[src/rtl/neural_regs_pkg.sv]
// Shared constants for the neural-network register bank.
// Holds the read address map, the run-control state encoding, the status
// word bit positions and the register-array indices of the offset and input
// words. No ports.
package neural_regs_pkg;

  // Register-array layout: coefficients 0..19, then offset, then input.
  localparam int IDX_OFFSET = 20;
  localparam int IDX_INPUT  = 21;

  // Read address map (byte addresses).
  localparam logic [8:0] ADDR_STATUS     = 9'h000;
  localparam logic [8:0] ADDR_COEFF_BASE = 9'h00C;
  localparam logic [8:0] ADDR_OFFSET     = 9'h05C;
  localparam logic [8:0] ADDR_INPUT      = 9'h060;
  localparam logic [8:0] ADDR_RESULT     = 9'h064;
  localparam logic [8:0] ADDR_RSVD       = 9'h068;

  // Status word bit positions.
  localparam int ST_BUSY        = 0;
  localparam int ST_DONE        = 1;
  localparam int ST_ERR_BUSY    = 2;
  localparam int ST_ERR_TIMEOUT = 3;

  typedef enum logic [1:0] {
    IDLE   = 2'd0,
    LAUNCH = 2'd1,
    RUN    = 2'd2
  } state_e;

  // Byte address of coefficient idx (word-spaced from the base).
  function automatic logic [8:0] coeff_addr(input int idx);
    return ADDR_COEFF_BASE + 9'(idx * 4);
  endfunction

endpackage

[src/rtl/neural_start_fsm.sv]
// Run-control for the neuron datapath: IDLE -> LAUNCH -> RUN -> IDLE,
// a timeout counter for RUN, result capture and the sticky status flags.
// Ports:
//   clk_i, rst_i          clock, asynchronous active-high reset
//   start_cmd_i           start command (start address match qualified by write)
//   wr_drop_i             a register write was attempted while busy
//   stat_rd_i             status register read (read-to-clear)
//   neuron_done_i         datapath completion pulse
//   neuron_result_i       datapath result, valid with neuron_done_i
//   busy_o                high in LAUNCH and RUN
//   start_neuron_o        one-cycle launch pulse (LAUNCH state)
//   done_o, err_busy_o, err_timeout_o  sticky flags
//   result_o              last captured datapath result
module neural_start_fsm
  import neural_regs_pkg::*;
#(
  parameter int DATA_W  = 32,
  parameter int TIMEOUT = 1024
) (
  input  logic              clk_i,
  input  logic              rst_i,
  input  logic              start_cmd_i,
  input  logic              wr_drop_i,
  input  logic              stat_rd_i,
  input  logic              neuron_done_i,
  input  logic [DATA_W-1:0] neuron_result_i,
  output logic              busy_o,
  output logic              start_neuron_o,
  output logic              done_o,
  output logic              err_busy_o,
  output logic              err_timeout_o,
  output logic [DATA_W-1:0] result_o
);

  localparam logic [15:0] CNT_LAST = 16'(TIMEOUT - 1);

  state_e            state_q, state_d;
  logic [15:0]       cnt_q, cnt_d;
  logic [DATA_W-1:0] result_q, result_d;
  logic              done_q, done_d;
  logic              err_busy_q, err_busy_d;
  logic              err_to_q, err_to_d;

  always_ff @(posedge clk_i or posedge rst_i) begin
    if (rst_i) begin
      state_q    <= IDLE;
      cnt_q      <= '0;
      result_q   <= '0;
      done_q     <= 1'b0;
      err_busy_q <= 1'b0;
      err_to_q   <= 1'b0;
    end else begin
      state_q    <= state_d;
      cnt_q      <= cnt_d;
      result_q   <= result_d;
      done_q     <= done_d;
      err_busy_q <= err_busy_d;
      err_to_q   <= err_to_d;
    end
  end

  always_comb begin
    state_d    = state_q;
    cnt_d      = cnt_q;
    result_d   = result_q;
    done_d     = done_q;
    err_busy_d = err_busy_q;
    err_to_d   = err_to_q;

    // Clear first so that any set event below in the same cycle wins.
    if (stat_rd_i) begin
      done_d     = 1'b0;
      err_busy_d = 1'b0;
      err_to_d   = 1'b0;
    end

    unique case (state_q)
      IDLE: begin
        if (start_cmd_i) begin
          state_d  = LAUNCH;
          done_d   = 1'b0;
          err_to_d = 1'b0;
        end
      end
      LAUNCH: begin
        state_d = RUN;
        cnt_d   = '0;
        if (start_cmd_i) err_busy_d = 1'b1;
      end
      RUN: begin
        cnt_d = cnt_q + 16'd1;
        if (start_cmd_i) err_busy_d = 1'b1;
        if (neuron_done_i) begin
          result_d = neuron_result_i;
          done_d   = 1'b1;
          state_d  = IDLE;
        end else if (cnt_q == CNT_LAST) begin
          done_d   = 1'b1;
          err_to_d = 1'b1;
          state_d  = IDLE;
        end
      end
      default: state_d = IDLE;
    endcase

    if (wr_drop_i) err_busy_d = 1'b1;
  end

  // Decoded straight from the state register so reset drops them at once.
  assign busy_o         = (state_q != IDLE);
  assign start_neuron_o = (state_q == LAUNCH);
  assign done_o         = done_q;
  assign err_busy_o     = err_busy_q;
  assign err_timeout_o  = err_to_q;
  assign result_o       = result_q;

endmodule

[src/rtl/neural_register_bank.sv]
// Register bank for the neural-network peripheral: 20 coefficients, offset
// and input word written through decoder one-hot enables, a registered read
// mux over a fixed address map, and the run-control FSM.
// Ports:
//   Clock, Reset                clock, asynchronous active-high reset
//   Address, Write, Read        bus address and strobes
//   WriteData                   bus write data
//   EnableRegister              one-hot write enables [0..19] coeff, [20] offset, [21] input
//   EnableStart                 start address match
//   ReadData, ReadValid         registered read data and its one-cycle valid
//   Coeff, Offset, Entrada      stored register contents
//   StartNeuron                 launch pulse to datapath
//   NeuronDone, NeuronResult    datapath completion and result
//   Busy, IrqDone               run in progress, sticky done level
module neural_register_bank
  import neural_regs_pkg::*;
#(
  parameter int DATA_W    = 32,
  parameter int NUM_COEFF = 20,
  parameter int TIMEOUT   = 1024
) (
  input  logic                      Clock,
  input  logic                      Reset,
  input  logic [8:0]                Address,
  input  logic                      Write,
  input  logic                      Read,
  input  logic [DATA_W-1:0]         WriteData,
  input  logic [NUM_COEFF+1:0]      EnableRegister,
  input  logic                      EnableStart,
  output logic [DATA_W-1:0]         ReadData,
  output logic                      ReadValid,
  output logic [NUM_COEFF*DATA_W-1:0] Coeff,
  output logic [DATA_W-1:0]         Offset,
  output logic [DATA_W-1:0]         Entrada,
  output logic                      StartNeuron,
  input  logic                      NeuronDone,
  input  logic [DATA_W-1:0]         NeuronResult,
  output logic                      Busy,
  output logic                      IrqDone
);

  localparam int NUM_REGS = NUM_COEFF + 2;

  logic [DATA_W-1:0] regs_q [NUM_REGS];
  logic [DATA_W-1:0] rd_data_q, rd_data_d;
  logic              rd_valid_q;
  logic              busy;
  logic              done;
  logic              err_busy;
  logic              err_to;
  logic [DATA_W-1:0] result;
  logic              start_cmd;
  logic              wr_drop;
  logic              stat_rd;

  assign start_cmd = EnableStart & Write;
  assign wr_drop   = (|EnableRegister) & busy;
  assign stat_rd   = Read & (Address == ADDR_STATUS);

  genvar gi;
  generate
    for (gi = 0; gi < NUM_REGS; gi++) begin : g_reg
      always_ff @(posedge Clock or posedge Reset) begin
        if (Reset) begin
          regs_q[gi] <= '0;
        end else if (EnableRegister[gi] && !busy) begin
          regs_q[gi] <= WriteData;
        end
      end
    end
    for (gi = 0; gi < NUM_COEFF; gi++) begin : g_coeff_out
      assign Coeff[gi*DATA_W +: DATA_W] = regs_q[gi];
    end
  endgenerate

  assign Offset  = regs_q[IDX_OFFSET];
  assign Entrada = regs_q[IDX_INPUT];

  neural_start_fsm #(
    .DATA_W  (DATA_W),
    .TIMEOUT (TIMEOUT)
  ) u_fsm (
    .clk_i           (Clock),
    .rst_i           (Reset),
    .start_cmd_i     (start_cmd),
    .wr_drop_i       (wr_drop),
    .stat_rd_i       (stat_rd),
    .neuron_done_i   (NeuronDone),
    .neuron_result_i (NeuronResult),
    .busy_o          (busy),
    .start_neuron_o  (StartNeuron),
    .done_o          (done),
    .err_busy_o      (err_busy),
    .err_timeout_o   (err_to),
    .result_o        (result)
  );

  // Read mux; unmapped, misaligned and reserved addresses return zero.
  always_comb begin
    rd_data_d = '0;
    if (Address == ADDR_STATUS) begin
      rd_data_d[ST_BUSY]        = busy;
      rd_data_d[ST_DONE]        = done;
      rd_data_d[ST_ERR_BUSY]    = err_busy;
      rd_data_d[ST_ERR_TIMEOUT] = err_to;
    end
    for (int i = 0; i < NUM_COEFF; i++) begin
      if (Address == coeff_addr(i)) rd_data_d = regs_q[i];
    end
    if (Address == ADDR_OFFSET) rd_data_d = regs_q[IDX_OFFSET];
    if (Address == ADDR_INPUT)  rd_data_d = regs_q[IDX_INPUT];
    if (Address == ADDR_RESULT) rd_data_d = result;
  end

  always_ff @(posedge Clock or posedge Reset) begin
    if (Reset) begin
      rd_data_q  <= '0;
      rd_valid_q <= 1'b0;
    end else begin
      rd_valid_q <= Read;
      if (Read) rd_data_q <= rd_data_d;
    end
  end

  assign ReadData  = rd_data_q;
  assign ReadValid = rd_valid_q;
  assign Busy      = busy;
  assign IrqDone   = done;

endmodule

[config.mk]
export PLATFORM = sky130hd
export DESIGN_NAME = neural_register_bank
export DESIGN_NICKNAME = d
export VERILOG_FILES = /design/src/rtl/neural_regs_pkg.sv /design/src/rtl/neural_start_fsm.sv /design/src/rtl/neural_register_bank.sv
export SDC_FILE = /design/constraint.sdc
export NUM_CORES = 2
export LEC_CHECK = 0
export ABC_AREA = 0
export CAP_MARGIN = 20
export CORE_AREA = 2 2 329 331
export CTS_CLUSTER_DIAMETER = 50
export DETAILED_ROUTE_END_ITERATION = 7
export DIE_AREA = 0 0 331 333
export GPL_TIMING_DRIVEN = 0
export PLACE_DENSITY_LB_ADDON = 0.15
export SYNTH_ARGS = -nofsm -noshare
export SYNTH_HDL_FRONTEND = slang
export SYNTH_SLANG_ARGS = --single-unit
[constraint.sdc]
create_clock -name Clock -period 24.1 [get_ports Clock]
set_input_delay 3.615 -clock Clock [delete_from_list [all_inputs] [get_ports Clock]]
set_output_delay 3.615 -clock Clock [all_outputs]
set_load 0.01 [all_outputs]
==> impl_metrics.toml <==
[outcome]
outcome = "completed"

[clock_network]
ctsResizeCount = 0
h-tree-depth = 3
clock-sinks = 790
clkTransAtPathRegs_ns = 0.06
ctsHoldBuffers = 0
cts_tree = "yes"
ctsLongestPathBuffers = 3
clk_latency_ns = 0.72
clock-root-buffer = "clkbuf_16"
cts_buffers = 116
post_cts_buffers = 0

[sta]
period_share = 0.330
hold_viol_final = 0
fin_skew_ns = 0.0223
grt_setup_unrepaired = "false"
finalSetupViolations = 0
clock.fmax_mhz = 126
post-route-min-period_ns = 7.94
fin_setup_tns_ns = 0
relSlewSlack = 0.0905
worstMarginPinSlew_ns = 1.36
layout_setup_ws_ns = 16.16
slew_viol_final = 0

[worst_setup_path]
slowest_stage = "nor2_1"
ff2ff_path_depth = 7
arrival_ns = 8.58
crit_fanout = 10
path_cells = "clkdlybuf4s50_1 -> buf_2 -> nor2_1 -> clkbuf_1 -> nand2_1 -> nor2_1 -> buf_2 -> a221oi_1 -> o21ai_0 -> o21ai_0 -> o21ai_0"
required_ns = 24.74
start_kind = "input port"
cpPeakStageDelay_ns = 0.84
crit_path_end_kind = "flip-flop"
ff2ff_setup_slack_ns = 20.47
crit_path_frequent_cell = "o21ai_0"
crit_type = "in2reg"

[pwr]
peakVddDrop_uv = 63.5
p_leak_uw = 0.0210
power.density_nw_per_um2 = 150

[global_routing]
globalRouteOverflowTotal = 0
track_usage = 0.402
grt_pass1_wl_mm = 297
grt_pass1_vias = 31700
antenna_found_initial = 18
grt_max_degree = 42

[floorplan]
rows = 120
dieArea_um2 = 110000
dieWidth_um = 331
num_io_pins = 841
die_h_um = 333
core_area_um2 = 107000
initial_utilization = 0.340

[routing]
drc = 0
num_vias = 33400
vias_per_cell = 6.12
first_iter_violations = 4283
wire_per_inst_um = 41.6
ant_nets = 0
drt-total-wl_mm = 227
first_pass_iters = 6

[yosys]
yosys.area.top_type_share = 0.546
synth_warnings = 0
synth_cell_types = 85
yosysTopAreaCell = "dfrtp_1"
synth_edf_count = 0
yosysMostFrequentCell = "dfrtp_1"
synth_area_per_cell_um2 = 12.4
synth_common_cells = "790 x dfrtp_1, 741 x mux2_2, 132 x nand2_1"
ys_seq_area_frac = 0.546
async_flop_share = 1.00
synth-seq-cells = 790
syn_area_um2 = 36200
syn_inst = 2922
syn_nets = 3028
yosys-top-cells-area = "dfrtp_1 55%, mux2_2 23%, a22oi_1 1.7%"
ys.flop_type = "dfrtp_1"

[final_layout]
layout.nets = 4056
seqCellArea_um2 = 19800
area_delta_synth_final_pct = 43.0
nFillCells = 9884
fin_util = 0.486
multi_input_area_um2 = 15300
drive_gt1_frac = 0.278

[flow_run]
drv_cap = 0

[min_path]
hold_depth = 1
hp-class = "reg2reg"

[place]
port_buffers = 840
place_congestion = 0.989
preCtsSetupSlack_ns = 15.69
dp_hpwl_mm = 178
==> stage by stage <==
step           power [uW]  hold WS [ns]  area [um2]  std cells
3_3_place_gp         5770         0.483       46400       5165
5_1_grt              7960         0.518       51800       5453
2_1_floorplan        3670         0.455       36200       2922
4_1_cts              7710         0.499       51800       5447
3_5_place_dp         5830         0.487       47500       5229
6_report             7750         0.498       51800       5457
==> flip-flops by register name (all words and copies together), names as in the netlist <==
signal and count:
u_fsm.done_o 1, u_fsm.err_busy_o 1, Coeff 640, Offset 32
u_fsm.state_q 2, ReadData 32, u_fsm.err_timeout_o 1, u_fsm.cnt_q 16
Entrada 32, ReadValid 1, u_fsm.result_o 32
==> worst max-delay path, delay by kind of cell <==
kind	cells	cell delay, ns
AO/OA/AOI/OAI	4	0.88
buffers and inverters	4	2.27
AND/OR/NAND/NOR	3	1.78
==> cells in the final DEF (no fill, tap or decap), drive strengths merged, types with 19 or more instances in the layout <==
cell           netlist  routed
a21oi              107     107
buf                137     206
nor4                28      28
dfrtp              790     790
a222oi              22      22
inv                 16      32
o22ai               83      83
bufinv               0      20
clkdlybuf4s50        0     840
a221oi              28      28
nand3               54      54
nand2              132     132
clkbuf             121     267
nor3                65      65
o2bb2ai             19      19
nor2               114     114
o21ai              127     127
clkinv               1      27
mux2               741     741
a22oi               82      82
==> logic make-up (layout without fill, tap and decap cells) <==
logic type | after synthesis | count (layout) | synth area share
flops | 790 | 790 | 0.546
mux | 758 | 758 | 0.235
compound gates | 615 | 615 | 0.116
simple gates | 469 | 469 | 0.0668
buf+inv | 275 | 1403 | 0.0326
xor+xnor | 10 | 10 | 0.00242
fa+ha+maj | 5 | 5 | 0.00173
other cells | 0 | 4 | 0
==> where the power goes <==
part           switching [uW]  leakage [uW]  internal [uW]  total, uW
clock network             701       0.00207           1170       1870
logic                    1440       0.00958           1720       3160
registers                 739       0.00937           1980       2720
total                    2880        0.0210           4870       7750
==> final timing paths <==
kind | from | end
worst max-delay path | Address[3] | ReadData[3]$_DFFE_PP0P_
worst min-delay path | u_fsm.result_o[24]$_DFFE_PP0P_ | u_fsm.result_o[24]$_DFFE_PP0P_
worst max register to register | u_fsm.state_q[0]$_DFFE_PP0P_ | Coeff[508]$_DFFE_PP0P_
worst min register to register | u_fsm.result_o[24]$_DFFE_PP0P_ | u_fsm.result_o[24]$_DFFE_PP0P_
max in group asynchronous | Reset | Coeff[427]$_DFFE_PP0P_
min in group asynchronous | Reset | Coeff[567]$_DFFE_PP0P_
==> final cells by class <==
type | count | share of cell area
Sequential cell | 790 | 0.381
Multi-Input combinational cell | 1857 | 0.296
Timing Repair Buffer | 910 | 0.184
Clock buffer | 145 | 0.0626
Tap cell | 1403 | 0.0339
Buffer | 258 | 0.0217
Clock inverter | 73 | 0.0192
Inverter | 17 | 0.00130
Antenna cell | 4 | 0.000193
==> routing by layer <==
| metal | up-vias | part of all wire | routed length (um) | GRT usage |
|---|---|---|---|---|
| met5 | - | 0.00064 | 145 | 0 |
| li1 | 13000 | - | - | - |
| met3 | 631 | 0.11 | 26000 | 0.144 |
| met2 | 2344 | 0.44 | 100000 | 0.612 |
| met4 | 22 | 0.070 | 16000 | 0.228 |
| met1 | 17400 | 0.37 | 84600 | 0.492 |
No activity file was read; power rests on OpenSTA's default activity.
